### config.mk
export PLATFORM = sky130hd
export DESIGN_NAME = decode_redirect_arbiter_flat
export DESIGN_NICKNAME = d
export VERILOG_FILES = /design/src/rtl/decode_redirect_arbiter_if.sv /design/src/rtl/decode_redirect_arbiter.sv /design/src/flat_wrapper.sv
export SDC_FILE = /design/constraint.sdc
export NUM_CORES = 1
export LEC_CHECK = 0
export CORE_ASPECT_RATIO = 1.2
export CORE_MARGIN = 3
export CORE_UTILIZATION = 41
export CTS_CLUSTER_DIAMETER = 30
export DETAILED_ROUTE_END_ITERATION = 6
export GPL_ROUTABILITY_DRIVEN = 0
export PLACE_DENSITY = 0.85
export SLEW_MARGIN = 0
export SYNTH_ARGS = -nofsm -noshare
export SYNTH_HDL_FRONTEND = slang
export SYNTH_SLANG_ARGS = --single-unit
export TNS_END_PERCENT = 100
### constraint.sdc
create_clock -name clk -period 4.8 [get_ports clk]
set_input_delay 0.72 -clock clk [delete_from_list [all_inputs] [get_ports clk]]
set_output_delay 0.72 -clock clk [all_outputs]
set_load 0.005 [all_outputs]
### src/rtl/decode_redirect_arbiter_if.sv
// Redirect request/response bundle shared by the decode resolver, the backend recovery
// logic, fetch and decode_redirect_arbiter.
interface decode_redirect_arbiter_if #(
   parameter int PC_WIDTH      = 32,
   parameter int GHIST_WIDTH   = 10,
   parameter int RAS_PTR_WIDTH = 4
);
   logic                     dec_flush_valid;
   logic                     dec_stall;
   logic [PC_WIDTH-1:0]      dec_pc;
   logic [GHIST_WIDTH-1:0]   dec_ghist;
   logic [RAS_PTR_WIDTH-1:0] dec_ras_top;
   logic [RAS_PTR_WIDTH-1:0] dec_ras_tail;

   logic                     be_recover_valid;
   logic [PC_WIDTH-1:0]      be_pc;
   logic [GHIST_WIDTH-1:0]   be_ghist;
   logic [RAS_PTR_WIDTH-1:0] be_ras_top;
   logic [RAS_PTR_WIDTH-1:0] be_ras_tail;

   logic                     fetch_ready;

   logic                     redirect_valid;
   logic [PC_WIDTH-1:0]      redirect_pc;
   logic [GHIST_WIDTH-1:0]   redirect_ghist;
   logic [RAS_PTR_WIDTH-1:0] redirect_ras_top;
   logic [RAS_PTR_WIDTH-1:0] redirect_ras_tail;
   logic                     redirect_src;
   logic                     dec_redirect_accepted;
   logic                     dec_redirect_dropped;
   logic                     busy;

   // Arbiter side
   modport slave (
      input  dec_flush_valid, dec_stall, dec_pc, dec_ghist, dec_ras_top, dec_ras_tail,
      input  be_recover_valid, be_pc, be_ghist, be_ras_top, be_ras_tail,
      input  fetch_ready,
      output redirect_valid, redirect_pc, redirect_ghist, redirect_ras_top, redirect_ras_tail,
      output redirect_src, dec_redirect_accepted, dec_redirect_dropped, busy
   );

   // Requester / fetch side
   modport master (
      output dec_flush_valid, dec_stall, dec_pc, dec_ghist, dec_ras_top, dec_ras_tail,
      output be_recover_valid, be_pc, be_ghist, be_ras_top, be_ras_tail,
      output fetch_ready,
      input  redirect_valid, redirect_pc, redirect_ghist, redirect_ras_top, redirect_ras_tail,
      input  redirect_src, dec_redirect_accepted, dec_redirect_dropped, busy
   );
endinterface

### src/rtl/decode_redirect_arbiter.sv
// Arbitrates decode and backend fetch redirects into one registered slot, backend first,
// and drops wrong-path decode redirects for a short window after a backend redirect.
module decode_redirect_arbiter #(
   parameter int PC_WIDTH        = 32,
   parameter int GHIST_WIDTH     = 10,
   parameter int RAS_PTR_WIDTH   = 4,
   parameter int SUPPRESS_CYCLES = 2
) (
   input logic                        clk,
   input logic                        rst,
   decode_redirect_arbiter_if.slave   bus
);

   typedef enum logic [1:0] {
      ST_IDLE,
      ST_PENDING_DEC,
      ST_PENDING_BE,
      ST_SUPPRESS
   } state_t;

   localparam logic [3:0] LP_SUPPRESS = 4'(SUPPRESS_CYCLES);

   state_t                   r_state;
   logic [3:0]               r_cnt;
   logic                     r_valid;
   logic                     r_busy;
   logic                     r_src;
   logic [PC_WIDTH-1:0]      r_pc;
   logic [GHIST_WIDTH-1:0]   r_ghist;
   logic [RAS_PTR_WIDTH-1:0] r_ras_top;
   logic [RAS_PTR_WIDTH-1:0] r_ras_tail;

   logic w_dec_req;
   logic w_xfer;
   logic w_dec_accept;
   logic w_dec_drop;

   always_comb begin
      w_dec_req    = bus.dec_flush_valid && !bus.dec_stall;
      w_xfer       = r_valid && bus.fetch_ready;
      // Decode only wins from IDLE with no backend request; every other decode request is dropped.
      w_dec_accept = !rst && w_dec_req && (r_state == ST_IDLE) && !bus.be_recover_valid;
      w_dec_drop   = !rst && w_dec_req && !w_dec_accept;
   end

   always_ff @(posedge clk) begin
      if (rst) begin
         r_state    <= ST_IDLE;
         r_cnt      <= '0;
         r_valid    <= 1'b0;
         r_busy     <= 1'b0;
         r_src      <= 1'b0;
         r_pc       <= '0;
         r_ghist    <= '0;
         r_ras_top  <= '0;
         r_ras_tail <= '0;
      end else begin
         // A backend request loads the slot in every state; the newest one always wins.
         if (bus.be_recover_valid) begin
            r_src      <= 1'b1;
            r_pc       <= bus.be_pc;
            r_ghist    <= bus.be_ghist;
            r_ras_top  <= bus.be_ras_top;
            r_ras_tail <= bus.be_ras_tail;
         end else if (w_dec_accept) begin
            r_src      <= 1'b0;
            r_pc       <= bus.dec_pc;
            r_ghist    <= bus.dec_ghist;
            r_ras_top  <= bus.dec_ras_top;
            r_ras_tail <= bus.dec_ras_tail;
         end

         case (r_state)
            ST_IDLE: begin
               if (bus.be_recover_valid) begin
                  r_state <= ST_PENDING_BE;
                  r_valid <= 1'b1;
                  r_busy  <= 1'b1;
               end else if (w_dec_req) begin
                  r_state <= ST_PENDING_DEC;
                  r_valid <= 1'b1;
                  r_busy  <= 1'b1;
               end
            end
            ST_PENDING_DEC: begin
               if (bus.be_recover_valid) begin
                  r_state <= ST_PENDING_BE;
               end else if (w_xfer) begin
                  r_state <= ST_IDLE;
                  r_valid <= 1'b0;
                  r_busy  <= 1'b0;
               end
            end
            ST_PENDING_BE: begin
               if (!bus.be_recover_valid && w_xfer) begin
                  r_valid <= 1'b0;
                  if (LP_SUPPRESS == 4'd0) begin
                     r_state <= ST_IDLE;
                     r_busy  <= 1'b0;
                  end else begin
                     r_state <= ST_SUPPRESS;
                     r_cnt   <= LP_SUPPRESS;
                  end
               end
            end
            ST_SUPPRESS: begin
               if (bus.be_recover_valid) begin
                  r_state <= ST_PENDING_BE;
                  r_valid <= 1'b1;
                  r_cnt   <= '0;
               end else if (r_cnt <= 4'd1) begin
                  r_state <= ST_IDLE;
                  r_busy  <= 1'b0;
                  r_cnt   <= '0;
               end else begin
                  r_cnt <= r_cnt - 4'd1;
               end
            end
            default: begin
               r_state <= ST_IDLE;
               r_valid <= 1'b0;
               r_busy  <= 1'b0;
               r_cnt   <= '0;
            end
         endcase
      end
   end

   assign bus.redirect_valid        = r_valid;
   assign bus.redirect_pc           = r_pc;
   assign bus.redirect_ghist        = r_ghist;
   assign bus.redirect_ras_top      = r_ras_top;
   assign bus.redirect_ras_tail     = r_ras_tail;
   assign bus.redirect_src          = r_src;
   assign bus.dec_redirect_accepted = w_dec_accept;
   assign bus.dec_redirect_dropped  = w_dec_drop;
   assign bus.busy                  = r_busy;

endmodule

### src/flat_wrapper.sv
// flat-port wrapper written by rule: the top's interface ports become plain ports
module decode_redirect_arbiter_flat 
#(
   parameter int PC_WIDTH        = 32,
   parameter int GHIST_WIDTH     = 10,
   parameter int RAS_PTR_WIDTH   = 4,
   parameter int SUPPRESS_CYCLES = 2
)
  (clk, rst, bus_dec_flush_valid, bus_dec_stall, bus_dec_pc, bus_dec_ghist, bus_dec_ras_top, bus_dec_ras_tail, bus_be_recover_valid, bus_be_pc, bus_be_ghist, bus_be_ras_top, bus_be_ras_tail, bus_fetch_ready, bus_redirect_valid, bus_redirect_pc, bus_redirect_ghist, bus_redirect_ras_top, bus_redirect_ras_tail, bus_redirect_src, bus_dec_redirect_accepted, bus_dec_redirect_dropped, bus_busy);
  decode_redirect_arbiter_if #(.PC_WIDTH(PC_WIDTH), .GHIST_WIDTH(GHIST_WIDTH), .RAS_PTR_WIDTH(RAS_PTR_WIDTH)) bus_i ();
  input logic clk;
  input logic rst;
  input wire logic [$bits(bus_i.dec_flush_valid)-1:0] bus_dec_flush_valid;
  input wire logic [$bits(bus_i.dec_stall)-1:0] bus_dec_stall;
  input wire logic [$bits(bus_i.dec_pc)-1:0] bus_dec_pc;
  input wire logic [$bits(bus_i.dec_ghist)-1:0] bus_dec_ghist;
  input wire logic [$bits(bus_i.dec_ras_top)-1:0] bus_dec_ras_top;
  input wire logic [$bits(bus_i.dec_ras_tail)-1:0] bus_dec_ras_tail;
  input wire logic [$bits(bus_i.be_recover_valid)-1:0] bus_be_recover_valid;
  input wire logic [$bits(bus_i.be_pc)-1:0] bus_be_pc;
  input wire logic [$bits(bus_i.be_ghist)-1:0] bus_be_ghist;
  input wire logic [$bits(bus_i.be_ras_top)-1:0] bus_be_ras_top;
  input wire logic [$bits(bus_i.be_ras_tail)-1:0] bus_be_ras_tail;
  input wire logic [$bits(bus_i.fetch_ready)-1:0] bus_fetch_ready;
  output wire logic [$bits(bus_i.redirect_valid)-1:0] bus_redirect_valid;
  output wire logic [$bits(bus_i.redirect_pc)-1:0] bus_redirect_pc;
  output wire logic [$bits(bus_i.redirect_ghist)-1:0] bus_redirect_ghist;
  output wire logic [$bits(bus_i.redirect_ras_top)-1:0] bus_redirect_ras_top;
  output wire logic [$bits(bus_i.redirect_ras_tail)-1:0] bus_redirect_ras_tail;
  output wire logic [$bits(bus_i.redirect_src)-1:0] bus_redirect_src;
  output wire logic [$bits(bus_i.dec_redirect_accepted)-1:0] bus_dec_redirect_accepted;
  output wire logic [$bits(bus_i.dec_redirect_dropped)-1:0] bus_dec_redirect_dropped;
  output wire logic [$bits(bus_i.busy)-1:0] bus_busy;
  assign bus_i.dec_flush_valid = bus_dec_flush_valid;
  assign bus_i.dec_stall = bus_dec_stall;
  assign bus_i.dec_pc = bus_dec_pc;
  assign bus_i.dec_ghist = bus_dec_ghist;
  assign bus_i.dec_ras_top = bus_dec_ras_top;
  assign bus_i.dec_ras_tail = bus_dec_ras_tail;
  assign bus_i.be_recover_valid = bus_be_recover_valid;
  assign bus_i.be_pc = bus_be_pc;
  assign bus_i.be_ghist = bus_be_ghist;
  assign bus_i.be_ras_top = bus_be_ras_top;
  assign bus_i.be_ras_tail = bus_be_ras_tail;
  assign bus_i.fetch_ready = bus_fetch_ready;
  assign bus_redirect_valid = bus_i.redirect_valid;
  assign bus_redirect_pc = bus_i.redirect_pc;
  assign bus_redirect_ghist = bus_i.redirect_ghist;
  assign bus_redirect_ras_top = bus_i.redirect_ras_top;
  assign bus_redirect_ras_tail = bus_i.redirect_ras_tail;
  assign bus_redirect_src = bus_i.redirect_src;
  assign bus_dec_redirect_accepted = bus_i.dec_redirect_accepted;
  assign bus_dec_redirect_dropped = bus_i.dec_redirect_dropped;
  assign bus_busy = bus_i.busy;
  decode_redirect_arbiter #(.PC_WIDTH(PC_WIDTH), .GHIST_WIDTH(GHIST_WIDTH), .RAS_PTR_WIDTH(RAS_PTR_WIDTH), .SUPPRESS_CYCLES(SUPPRESS_CYCLES)) u_core (.clk(clk), .rst(rst), .bus(bus_i));
endmodule
== After elaboration in Yosys (flattened, before gate mapping) ==
Index checks and enable logic that the tools add are counted.
Widths: inputs -> output; s select.
Operators by class
  add/subtract/negate cells: 1
  eq/ne operators: 12
  reduce and logical (&&, ||, !) cells: 19
  $lt $le $gt $ge: 1
  multiplexer cells: 32
Operator list (number)
  $mux 32: 2
  $mux 4: 7
  $mux 10: 2
  $mux 2: 7
  $mux 1: 10
  $ne 3x2->1 const B: 3
  $pmux 2 s4: 1
  $pmux 4 s2: 1
  $logic_and 1x1->1: 7
  $ne 2x1->1 const B: 3
  $ne 2x2->1 const B: 3
  $reduce_and 6->1: 1
  $reduce_and 5->1: 1
  $eq 2x2->1 const B: 2
  $le 4x1->1 const B: 1
  $logic_not 1->1: 4
  $pmux 1 s4: 1
  $reduce_and 4->1: 1
  $reduce_bool 2->1: 2
  $sub 4x1->4 const B: 1
  $pmux 1 s3: 1
  $reduce_bool 3->1: 1
  $eq 2x1->1 const B: 1
  $logic_not 2->1: 1
  $reduce_and 2->1: 1
Word-level totals
  output and inout bits: 55
  register bits after elaboration: 59

== Longest topological paths before layout ==
Gate-level depths: netlist of the first run.
  depth in word-level cells: 7
  depth in mapped cells: 8
  gate-level depth less buffers: 6

== Worst setup path after synthesis of the first run ==
OpenSTA, ideal clock, no wires.
  path type: input-to-output
  start point: in bus_be_recover_valid
  end point: out bus_dec_redirect_accepted
  arrival time: 1.296 ns
  setup slack: 2.784 ns
  stages: 3
  path through: buf_6 -> clkbuf_1 -> nor3_1
Between the ends
  word-level cells in the longest chain between the ends: 2
Ends and longest elaborated chain
  start: declaration: line flat_wrapper.sv:19  | input wire logic [$bits(bus_i.be_recover_valid)-1:0] bus_be_recover_valid;
  $logic_not 1->1: line decode_redirect_arbiter.sv:42  | w_dec_accept = !rst && w_dec_req && (r_state == ST_IDLE) && !bus.be_recover_valid;
  $logic_and 1x1->1: line decode_redirect_arbiter.sv:42
  end: declaration: line flat_wrapper.sv:31  | output wire logic [$bits(bus_i.dec_redirect_accepted)-1:0] bus_dec_redirect_accepted;
No other way between the ends.

== Worst setup path in the final report of the first run ==
  start point: in rst
  end point: out bus_dec_redirect_accepted
Between the ends
  word-level cells in the longest chain between the ends: 4
Ends and longest elaborated chain
  start: declaration: line flat_wrapper.sv:12  | input logic rst;
  $logic_not 1->1: line decode_redirect_arbiter.sv:42
  $logic_and 1x1->1 (3 in series): line decode_redirect_arbiter.sv:42
No other way between the ends.

==> impl_metrics.ini, run 1 <==
[logic_synthesis]
synth-main-ff-cell = dfxtp_1
yosys.area.top_type_share_pct = 42.0
synth.area.top_cells = dfxtp_1, mux2i_1, a211oi_1
yosysTopAreaCell = dfxtp_1
async_flop_share_pct = 0
avgSynthCellArea_um2 = 9.45
synth_warnings = 0
netlist-cell-type-count = 36
syn-num-nets = 411
ys_ff_latch = 59
synth-edff-count = 0
yosysSeqAreaShare_pct = 42.0
syn_area_um2 = 2820
synthCells = 298

[min_path]
hold_depth = 2
holdPathEnd = u_core.bus.redirect_src$_SDFFE_PP0P_
hp-start = u_core.bus.redirect_src$_SDFFE_PP0P_
hold_class = register to register

[critical_path]
critical_path_required_ns = 4.08
r2r_end = u_core.bus.redirect_ghist[9]$_SDFFE_PP0P_
cp.arrival_ns = 2.44
cp_max_fo = 59
r2r_slack_ns = 2.59
r2r-start = u_core.r_state[0]$_SDFFE_PP0P_
start_kind = input port
endpoint_kind = output port
reg2regPathDepth = 7
path_class = input port to output port

[global_route]
first_global_vias = 2566
grt_usage_pct = 19.6
grt_pass1_wl_um = 12000
grt_max_degree = 63
antenna_found_initial = 0
overflow = 0

[floorplan]
core-area_um2 = 6530
io_pins = 161
fp.dieH_um = 96.8
dieWidth_um = 81.6
rows = 32
initial_core_util_pct = 43.1
die_area_um2 = 7900

[cts]
ctsResizeCount = 0
clkLatencyLatePin_ns = 0.33
cts_buffers = 9
cts_tree = done
clk_root_buffer_cell = clkbuf_8
cts_buffer_depth = 2
clkTransAtPathRegs_ns = 0.07
hold_buffers = 0
cts_setup_buffers = 0
cts_sinks = 59
cts-htree-levels = 3

[timing]
holdWs_ns = 0.488
relSlewSlack_pct = 29.7
period_share_pct = 65.7
layout_min_cycle_time_ns = 3.16
fin_skew_ns = 0.0102
setup_viol = 0
tightest_slew_ns = 1.06
final_hold_viol_count = 0
max_freq_ghz = 0.317
rsz0062_at_grt = false
fin_tns_setup_ns = 0
drv_slew = 0
layout_setup_ws_ns = 1.64

[power_and_ir_drop]
ir_drop_uv = 183
power_uw = 1490
leakagePower_uw = 0.00190
power_density_nw_per_um2 = 320

[drt]
drc = 0
routedWlPerCell_um = 14.7
drt-vias-per-instance = 5.07
vias = 2718
firstDrtPassIters = 4
ant_nets = 0
drt-total-wl_um = 7900
drt-initial-drc-count = 90

[finish]
final_cells = 536
area_growth_pct = 64.8
post_route_cells_drive_above_1_share_pct = 5.32
antenna_cells = 0
nets = 559

[place]
hpwlAfterDp_um = 5810
post-place-ws_ns = 1.59
port_buffers = 160
dp_cells = 520

[flow_run]
cap_violations = 0

[outcome]
status = complete, no violations
cell type report:
type / count / area [µm²]
Tap cell: 85 / 106
Sequential cell: 59 / 1180
Inverter: 9 / 33.8
Clock buffer: 12 / 155
Timing Repair Buffer: 161 / 1610
Fill cell: 525 / 1890
Clock inverter: 4 / 48.8
Multi-Input combinational cell: 206 / 1500
per-layer routing:
layer	up-vias	part of all wire [%]	global-route usage (%)
li1	1378	-	-
met1	1224	36	20.5
met2	102	53	34.9
met3	14	9.2	6.89
met4	0	2.2	7.42
met5	-	0	0
synth_stat cells, drive strengths merged, types with 2 or more instances:
| cell | n |
|---|---|
| ha | 7 |
| buf | 11 |
| mux2i | 53 |
| nand2 | 7 |
| nor3 | 3 |
| a21oi | 2 |
| or3 | 2 |
| inv | 9 |
| a21boi | 2 |
| a211oi | 51 |
| nor2 | 54 |
| dfxtp | 59 |
| o21ai | 2 |
| or2 | 2 |
| nand2b | 2 |
| clkbuf | 13 |
worst max-delay path, cell delays in order:
cell and delay (ns):
buf_2 0.41, or3b_1 0.57, nor3_1 0.20, clkdlybuf4s50_1 0.54
metrics by stage:
stage,area (µm²),util [%]
after detailed placement,4440,68.0
after CTS,4640,71.1
after global routing,4640,71.1
after floorplan,2820,-
after global placement,4440,68.0
final,4640,71.1
placed cells by master (no fill, tap or decap), drive strengths merged, types with 3 or more instances in the layout:
master,instances
a211oi,51
nand2,7
clkdlybuf4s50,158
inv,9
ha,7
clkinv,3
clkbuf,12
dfxtp,59
mux2i,53
nor2,54
nor3,3
buf,3
how the worst max path moves through the flow:
stage | start | end | slack [ns] | depth (start not counted)
floorplan | bus_be_recover_valid | bus_dec_redirect_accepted | 2.78 | 3
global placement | rst | u_core.bus.redirect_ghist[1]$_SDFFE_PP0P_ | 1.69 | 6
detailed placement | rst | u_core.bus.redirect_ghist[5]$_SDFFE_PP0P_ | 1.59 | 6
CTS | rst | bus_dec_redirect_accepted | 1.61 | 4
global route | rst | bus_dec_redirect_accepted | 1.55 | 4
finish | rst | bus_dec_redirect_accepted | 1.64 | 4
report_power, final:
part	internal (µW)	switching, µW	total, µW	leakage [µW]
clock network	267	189	457	0.000106
logic	260	186	446	0.00130
registers	547	36.4	583	0.000490
total	1070	412	1490	0.00190
state kept, by name (all words and copies together) (netlist names):
register,count
u_core.bus.redirect_ghist,10
u_core.bus.redirect_ras_tail,4
u_core.r_state,2
u_core.bus.redirect_pc,32
u_core.bus.busy,1
u_core.bus.redirect_src,1
u_core.bus.redirect_ras_top,4
u_core.bus.redirect_valid,1
u_core.r_cnt,4
kinds of logic after synthesis:
group	share of synthesized area [%]
flops	42.0
compound gates	18.4
simple gates	12.0
fa+ha+maj	3.11
buf+inv	5.11
mux	19.4
Power figures use the tool's default switching activity.
==> run 2, diff against run 1 <==
--- a/config.mk
+++ b/config.mk
@@ -7,11 +7,11 @@
 export LEC_CHECK = 0
 export CORE_ASPECT_RATIO = 1.2
 export CORE_MARGIN = 3
-export CORE_UTILIZATION = 41
+export CORE_UTILIZATION = 35
 export CTS_CLUSTER_DIAMETER = 30
 export DETAILED_ROUTE_END_ITERATION = 6
 export GPL_ROUTABILITY_DRIVEN = 0
-export PLACE_DENSITY = 0.85
+export PLACE_DENSITY = 0.78
 export SLEW_MARGIN = 0
 export SYNTH_ARGS = -nofsm -noshare
 export SYNTH_HDL_FRONTEND = slang
==> constraint.sdc (replaced) <==
create_clock -name clk -period 2.55 [get_ports clk]
set_input_delay 0.3825 -clock clk [delete_from_list [all_inputs] [get_ports clk]]
set_output_delay 0.3825 -clock clk [all_outputs]
set_load 0.005 [all_outputs]
==> impl_metrics.ini, run 2 (same netlist as run 1, synthesis figures left out) <==
[finish]
final_common_cell = clkdlybuf4s50_1
antenna_cells = 0
nets = 562
fin_util_pct = 60.8
largest_reg_flops = 32
final_cell_mix = clkdlybuf4s50_1, dfxtp_1, nor2_1
area_growth_pct = 67.3
post_route_cells_drive_above_1_share_pct = 5.95

[floorplan]
initial_core_util_pct = 36.3
core-area_um2 = 7750
fp.dieH_um = 104
dieWidth_um = 87.9
io_pins = 161
die_area_um2 = 9160
rows = 35

[drt]
vias = 2680
ant_nets = 0
drt-vias-per-instance = 4.91
drc = 0
firstDrtPassIters = 4
drt-total-wl_um = 7770
drt-initial-drc-count = 47
routedWlPerCell_um = 14.2

[critical_path]
cp_max_fo = 3
start_kind = input port
critical_path_required_ns = 2.17
reg2regPathDepth = 6
endpoint_kind = output port
cp.arrival_ns = 1.99
path_class = input port to output port

[cts]
ctsResizeCount = 0
cts_buffer_depth = 2
cts-htree-levels = 3
clkLatencyLatePin_ns = 0.33
cts_sinks = 59
cts_buffers = 9
cts_setup_buffers = 0
clkTransAtPathRegs_ns = 0.06
hold_buffers = 0
cts_tree = done
clk_root_buffer_cell = clkbuf_8

[timing]
period_share_pct = 93.0
max_freq_ghz = 0.422
rsz0062_at_grt = false
drv_slew = 0
fin_skew_ns = 0.0106
relSlewSlack_pct = 59.4
final_hold_viol_count = 0
fin_tns_setup_ns = 0
setup_viol = 0
layout_min_cycle_time_ns = 2.37
tightest_slew_ns = 0.609

[global_route]
overflow = 0
antenna_found_initial = 0
grt_pass1_wl_um = 12100
grt_max_degree = 101
grt_usage_pct = 16.5
first_global_vias = 2542

[min_path]
hold_depth = 3
hold_class = input port to register

[outcome]
status = complete, no violations

[power_and_ir_drop]
leakagePower_uw = 0.00193
ir_drop_uv = 284
power_density_nw_per_um2 = 629

[place]
port_buffers = 160
hpwlAfterDp_um = 5870

[flow_run]
cap_violations = 0
==> run 2: cell count changes in the layout (fill, tap and decap cells not counted) <==
| cell | before | now |
|---|---|---|
| buf_4 | 1 | 4 |
| bufinv_16 | 1 | 3 |
| clkbuf_8 | 11 | 10 |
| clkinv_4 | 1 | 0 |
==> run 2: through the flow <==
| stage | power [µW] | hold slack [ns] | instances | cell area [µm²] | worst slack [ns] |
|---|---|---|---|---|---|
| 3_3_place_gp | 1930 | 0.472 | 530 | 4470 | 0.239 |
| 6_report | 2960 | 0.475 | 546 | 4710 | 0.180 |
| 4_1_cts | 3000 | 0.455 | 546 | 4710 | 0.172 |
| 3_5_place_dp | 1960 | 0.491 | 530 | 4470 | 0.175 |
| 2_1_floorplan | 1520 | 0.458 | 298 | 2820 | 0.810 |
| 5_1_grt | 3120 | 0.483 | 546 | 4710 | 0.130 |
==> run 2: worst max-delay path, cell delays in order <==
cell             delay (ns)
clkdlybuf4s50_1        0.48
or3b_1                 0.42
nor3_1                 0.16
clkdlybuf4s50_1        0.53
==> run 2: power breakdown <==
group	total (µW)	internal (µW)	switching [µW]	leakage, µW
logic	836	490	346	0.00131
registers	1090	1030	66.2	0.000490
clock network	1030	673	357	0.000123
==> run 2: metal layers <==
layer  share of wire (%)  vias to the layer above  wire length, µm  global-route usage [%]
met1                  40                     1196             3070                    19.0
met4                 1.1                        0               89                    5.92
met3                 7.5                        9              584                    4.75
li1                    -                     1384                -                       -
met5                   0                        -                0                       0
met2                  52                       91             4030                    28.4
==> run 2: final timing paths <==
kind	startpoint	end	slack, ns
worst min register to register	u_core.bus.redirect_ras_tail[2]$_SDFFE_PP0P_	u_core.bus.redirect_ras_tail[2]$_SDFFE_PP0P_	0.50
worst min-delay path	bus_be_recover_valid	u_core.r_cnt[3]$_SDFFE_PP0P_	0.47
worst max-delay path	bus_dec_flush_valid	bus_dec_redirect_accepted	0.18
worst max register to register	u_core.r_state[1]$_SDFFE_PP0P_	u_core.bus.busy$_SDFFE_PP0P_	0.55
==> run 2: area by class of cell <==
class | instances | area, µm²
timing repair buffer | 164 | 1640
clock inverter | 5 | 100
sequential | 59 | 1180
tap | 92 | 115
multi-input combinational | 206 | 1500
inverter | 9 | 33.8
clock buffer | 11 | 141
fill | 691 | 3040
